--- config.mk ---
export PLATFORM = sky130hd
export DESIGN_NAME = serial_tx
export DESIGN_NICKNAME = d
export VERILOG_FILES = /design/src/rtl/serial_tx.sv
export SDC_FILE = /design/constraint.sdc
export NUM_CORES = 1
export LEC_CHECK = 0
export CAP_MARGIN = 10
export CORE_ASPECT_RATIO = 1.25
export CORE_UTILIZATION = 32
export CTS_CLUSTER_SIZE = 10
export DETAILED_ROUTE_END_ITERATION = 6
export DONT_BUFFER_PORTS = 1
export PLACE_DENSITY_LB_ADDON = 0.08
export SLEW_MARGIN = 20
export SYNTH_ARGS = -nofsm -noshare
export SYNTH_HDL_FRONTEND = slang
export SYNTH_SLANG_ARGS = --single-unit
--- constraint.sdc ---
create_clock -name clk -period 2.23 [get_ports clk]
set_clock_uncertainty 0.05 [all_clocks]
set_input_delay 0.1115 -clock clk [delete_from_list [all_inputs] [get_ports clk]]
set_output_delay 0.1115 -clock clk [all_outputs]
set_load 0.1 [all_outputs]
--- src/rtl/serial_tx.sv ---
// serial_tx: parallel-in, serial-out framed transmitter.
// Frame on tx_o: start (0), DATA_W data bits LSB first, optional even parity,
// stop (1). The line idles high. One word is taken per valid/ready handshake,
// and each serial bit is held for CLKS_PER_BIT clock cycles.
module serial_tx #(
    parameter int DATA_W       = 8,
    parameter int CLKS_PER_BIT = 4,
    parameter int PARITY_EN    = 1
) (
    input  logic              clk,
    input  logic              reset,
    input  logic [DATA_W-1:0] data_i,
    input  logic              valid_i,
    output logic              ready_o,
    output logic              tx_o,
    output logic              busy_o,
    output logic              done_o
);

    // Counter widths never drop below one bit, so the degenerate
    // CLKS_PER_BIT=1 and DATA_W=1 cases still have a legal register.
    localparam int CNT_W = (CLKS_PER_BIT > 1) ? $clog2(CLKS_PER_BIT) : 1;
    localparam int BIT_W = (DATA_W > 1) ? $clog2(DATA_W) : 1;

    localparam logic [CNT_W-1:0] CNT_LAST = CNT_W'(CLKS_PER_BIT - 1);
    localparam logic [BIT_W-1:0] BIT_LAST = BIT_W'(DATA_W - 1);

    typedef enum logic [2:0] {
        S_IDLE,
        S_START,
        S_DATA,
        S_PARITY,
        S_STOP
    } state_t;

    state_t            state;
    logic [DATA_W-1:0] shift_q;
    logic              par_q;
    logic [BIT_W-1:0]  bit_cnt;
    logic [CNT_W-1:0]  cyc_cnt;
    logic              bit_end;

    // Even parity: the bit that makes the ones count over data+parity even.
    function automatic logic even_parity(input logic [DATA_W-1:0] d);
        return ^d;
    endfunction

    // Last clock cycle of the serial bit currently on the line.
    assign bit_end = (cyc_cnt == CNT_LAST);

    // Framing FSM. tx_o and the handshake/status outputs are all flops, so
    // the line never carries decode glitches. Parity is computed once at
    // accept, so it does not depend on the shift register as it drains.
    always_ff @(posedge clk or posedge reset) begin
        if (reset) begin
            state   <= S_IDLE;
            shift_q <= '0;
            par_q   <= 1'b0;
            bit_cnt <= '0;
            cyc_cnt <= '0;
            tx_o    <= 1'b1;
            ready_o <= 1'b1;
            busy_o  <= 1'b0;
            done_o  <= 1'b0;
        end else begin
            done_o <= 1'b0;

            // Every non-idle state times its bit the same way.
            if (state != S_IDLE) begin
                cyc_cnt <= bit_end ? '0 : cyc_cnt + 1'b1;
            end

            case (state)
                S_IDLE: begin
                    // ready_o is high throughout IDLE, so valid_i alone
                    // completes the handshake here.
                    if (valid_i) begin
                        shift_q <= data_i;
                        par_q   <= even_parity(data_i);
                        bit_cnt <= '0;
                        cyc_cnt <= '0;
                        tx_o    <= 1'b0;
                        ready_o <= 1'b0;
                        busy_o  <= 1'b1;
                        state   <= S_START;
                    end
                end

                S_START: begin
                    if (bit_end) begin
                        tx_o    <= shift_q[0];
                        shift_q <= shift_q >> 1;
                        state   <= S_DATA;
                    end
                end

                S_DATA: begin
                    if (bit_end) begin
                        if (bit_cnt == BIT_LAST) begin
                            bit_cnt <= '0;
                            if (PARITY_EN != 0) begin
                                tx_o  <= par_q;
                                state <= S_PARITY;
                            end else begin
                                tx_o  <= 1'b1;
                                state <= S_STOP;
                            end
                        end else begin
                            bit_cnt <= bit_cnt + 1'b1;
                            tx_o    <= shift_q[0];
                            shift_q <= shift_q >> 1;
                        end
                    end
                end

                S_PARITY: begin
                    if (bit_end) begin
                        tx_o  <= 1'b1;
                        state <= S_STOP;
                    end
                end

                S_STOP: begin
                    if (bit_end) begin
                        tx_o    <= 1'b1;
                        done_o  <= 1'b1;
                        ready_o <= 1'b1;
                        busy_o  <= 1'b0;
                        state   <= S_IDLE;
                    end
                end

                default: begin
                    tx_o    <= 1'b1;
                    ready_o <= 1'b1;
                    busy_o  <= 1'b0;
                    state   <= S_IDLE;
                end
            endcase
        end
    end

endmodule
==> run metrics <==
outcome=finished, final reports clean; YS warnings=0; Synth async-reset ratio=between 90% and 100%; post-detail-place hpwl=around 1700 µm; Port Buf Inserts=0; Startpoint Class=flop; via/cell ratio=5.08; Hold Path Origin=valid_i; WP data arrival=1.90 ns; Resize count post-CTS=0; final hold violation count=0; root buf cell=clkbuf_8; met3 Use GR=about 3.1%; Iter 0 DRT Violations=9; Leak Pwr=around 0.55 nW; P&R area growth vs syn=11.7%; Die Ht=roughly 70 µm; Setup CP Type=reg -> reg; max-slew violation total from the final report=0; Die X=roughly 56 µm; syn_nets=123; average size of a mapped cell=approximately 11 µm²; hold path depth=3; vias in the first global route=between 800 and 900; Core Area=3510 µm²; hold crit path type=in -> reg; max_cap viols=0; r2r worst-path depth=6; vias after detailed routing=782; RR Endpoint=shift_q[1]; post-synthesis sequential area ratio=approximately 45%; row count=24; Initial Util=33.6%; Detail Route Antenna Nets=0; EDFF count, synth=0; IO Pins=15; share of cells above drive strength 1=25.2%; Clock transition at path regs=~0.080 ns; GR Overflow Total=0; Gate Count Post-Synth=about 110; RSZ-0062 raised after global routing=false; met2 GRT Util=between 20% and 30%; CP Max Fanout=7; # diodes=0; setup violators final=0; Synth area leader=dfrtp_1; clock buffer depth=2; CP endpoint kind=flop; cell area power density=1550 nW/µm²; Residual DRC=0; largest net degree at the start of global routing=22; library cells used by synthesis=33; DRT Wirelength=~2300 µm; number of detailed-route iterations in the first pass=4; worst setup path start=bit_cnt[0]; wire per inst=~15 µm; largest cells by area after synthesis=dfrtp_1 40%, mux2_2 12%, xnor2_1 5.2%; Post-Place Worst Slack=0.423 ns; most common cell in the netlist=dfrtp_1; Worst Hold Path EP=ready_o; R2R setup slack=around 0.42 ns; CP required=around 2.3 ns; CTS Buf Count=3; worst slew pin tran=just under 0.9 ns; GR Util met1=around 16%; RR Startpoint=bit_cnt[0]; Tcrit/Tclk final=81.1%; TritonCTS clock tree=built; FMAX=~550 MHz; Post-synth top cells=19 x dfrtp_1, 13 x mux2_2, 8 x nand2_1, 7 x o21ai_0, 7 x xnor2_1; first-pass GRT wire length=3880 µm; Hold WS=0.0161 ns; grt peak-use layer=met2; synthesized flop and latch total=21; Peak supply drop=~0.00086 V; GRT Util Overall=roughly an eighth; GPL Wtd Cong=0.669; Min Clock Period, post-route=1.81 ns; Yosys top cell area share=40.3%; post-route setup TNS=0 ns; clock sinks=21; initial antenna violation count=0; Relative slew margins=between 40 and 50%; final worst slack=approximately 0.42 ns; DIE AREA=approximately 4000 µm²; Worst-Skew Late Latency=about 0.26 ns; Layout Nets=between 100 and 150; H-tree depth=1; Post-Syn Area=1180 µm²; top_reg_cell synth=dfrtp_1
==> flip-flops by register name, indices dropped and copies added, names as in the netlist, 2 cells and up <==
register  cells
bit_cnt       3
cyc_cnt       2
shift_q       8
state         3
==> area by class of cell <==
cell class / instances / area [µm²]
clock buffers: 4 / 45.0
inverters: 4 / 15.0
multi-input cells: 77 / 604
fillers: 363 / 2190
flip-flops and latches: 21 / 528
well taps: 39 / 48.8
repair buffers: 9 / 77.6
==> worst max path at each step <==
stage            endpoint  cells after the start
4_1_cts        shift_q[6]                      6
3_3_place_gp   shift_q[4]                      6
5_1_grt        shift_q[3]                      6
6_report       shift_q[1]                      6
2_1_floorplan  shift_q[1]                      6
3_5_place_dp   shift_q[1]                      6
==> worst max-delay path: stages (launching register included) <==
cell and delay (ns):
dfrtp_1 0.39, ha_1 0.23, ha_1 0.22, nor2_1 0.12, a2bb2oi_2 0.10, nor2_4 0.22, mux2_2 0.36
==> layer usage <==
metal | vias up | wire length (µm)
met4 | 0 | 17
met5 | - | 0
li1 | 395 | -
met2 | 8 | 1050
met3 | 2 | 86
met1 | 377 | 1100
==> report_power, final <==
| group | total, mW | switching, mW | internal (mW) |
|---|---|---|---|
| clock | 0.250 | 0.122 | 0.127 |
| sequential | 0.821 | 0.260 | 0.561 |
| combinational | 0.968 | 0.483 | 0.485 |
==> layout by cell type (no fill, tap or decap), types with 2 or more instances in the layout <==
cell type and n:
nor2_4 2, dlygate4sd3_1 4, mux2_2 13, nor3_1 2, dfstp_2 2, nor2_1 4, clkbuf_8 3, ha_1 4
buf_4 5, a211oi_1 3, a21oi_1 5, nand2_1 8, nor2b_1 2, dfrtp_1 19, xnor2_1 7, inv_1 4
nand3_1 2, nand3b_1 2, o31ai_1 2, o21ai_0 7, mux2i_1 3
==> stage by stage <==
stage / util, % / std cells / power (mW) / instance area, µm²
final: 37.5 / 154 / 2.04 / 1320
after global routing: 37.5 / 154 / 2.20 / 1320
after CTS: 37.5 / 154 / 2.07 / 1320
after detailed placement: 35.1 / 146 / 1.80 / 1230
after global placement: 35.1 / 146 / 1.78 / 1230
after floorplan: - / 108 / 1.62 / 1180
==> cells by family (layout without fill, tap and decap cells) <==
kind of cell,count (synthesis),after routing,synth area share (%)
simple gates,26,26,12.1
fa+ha+maj,4,4,4.24
buf+inv,10,17,4.13
mux,17,17,16.2
compound gates,21,21,11.3
flops,21,21,44.7
xor+xnor,9,9,7.31
==> timing repair <==
action | CTS | global route
endpoints found under the hold margin | 22 | 0
hold buffers | 4 | 0
buffers inserted | 0 | 0
No activity file was read; power rests on OpenSTA's default activity.
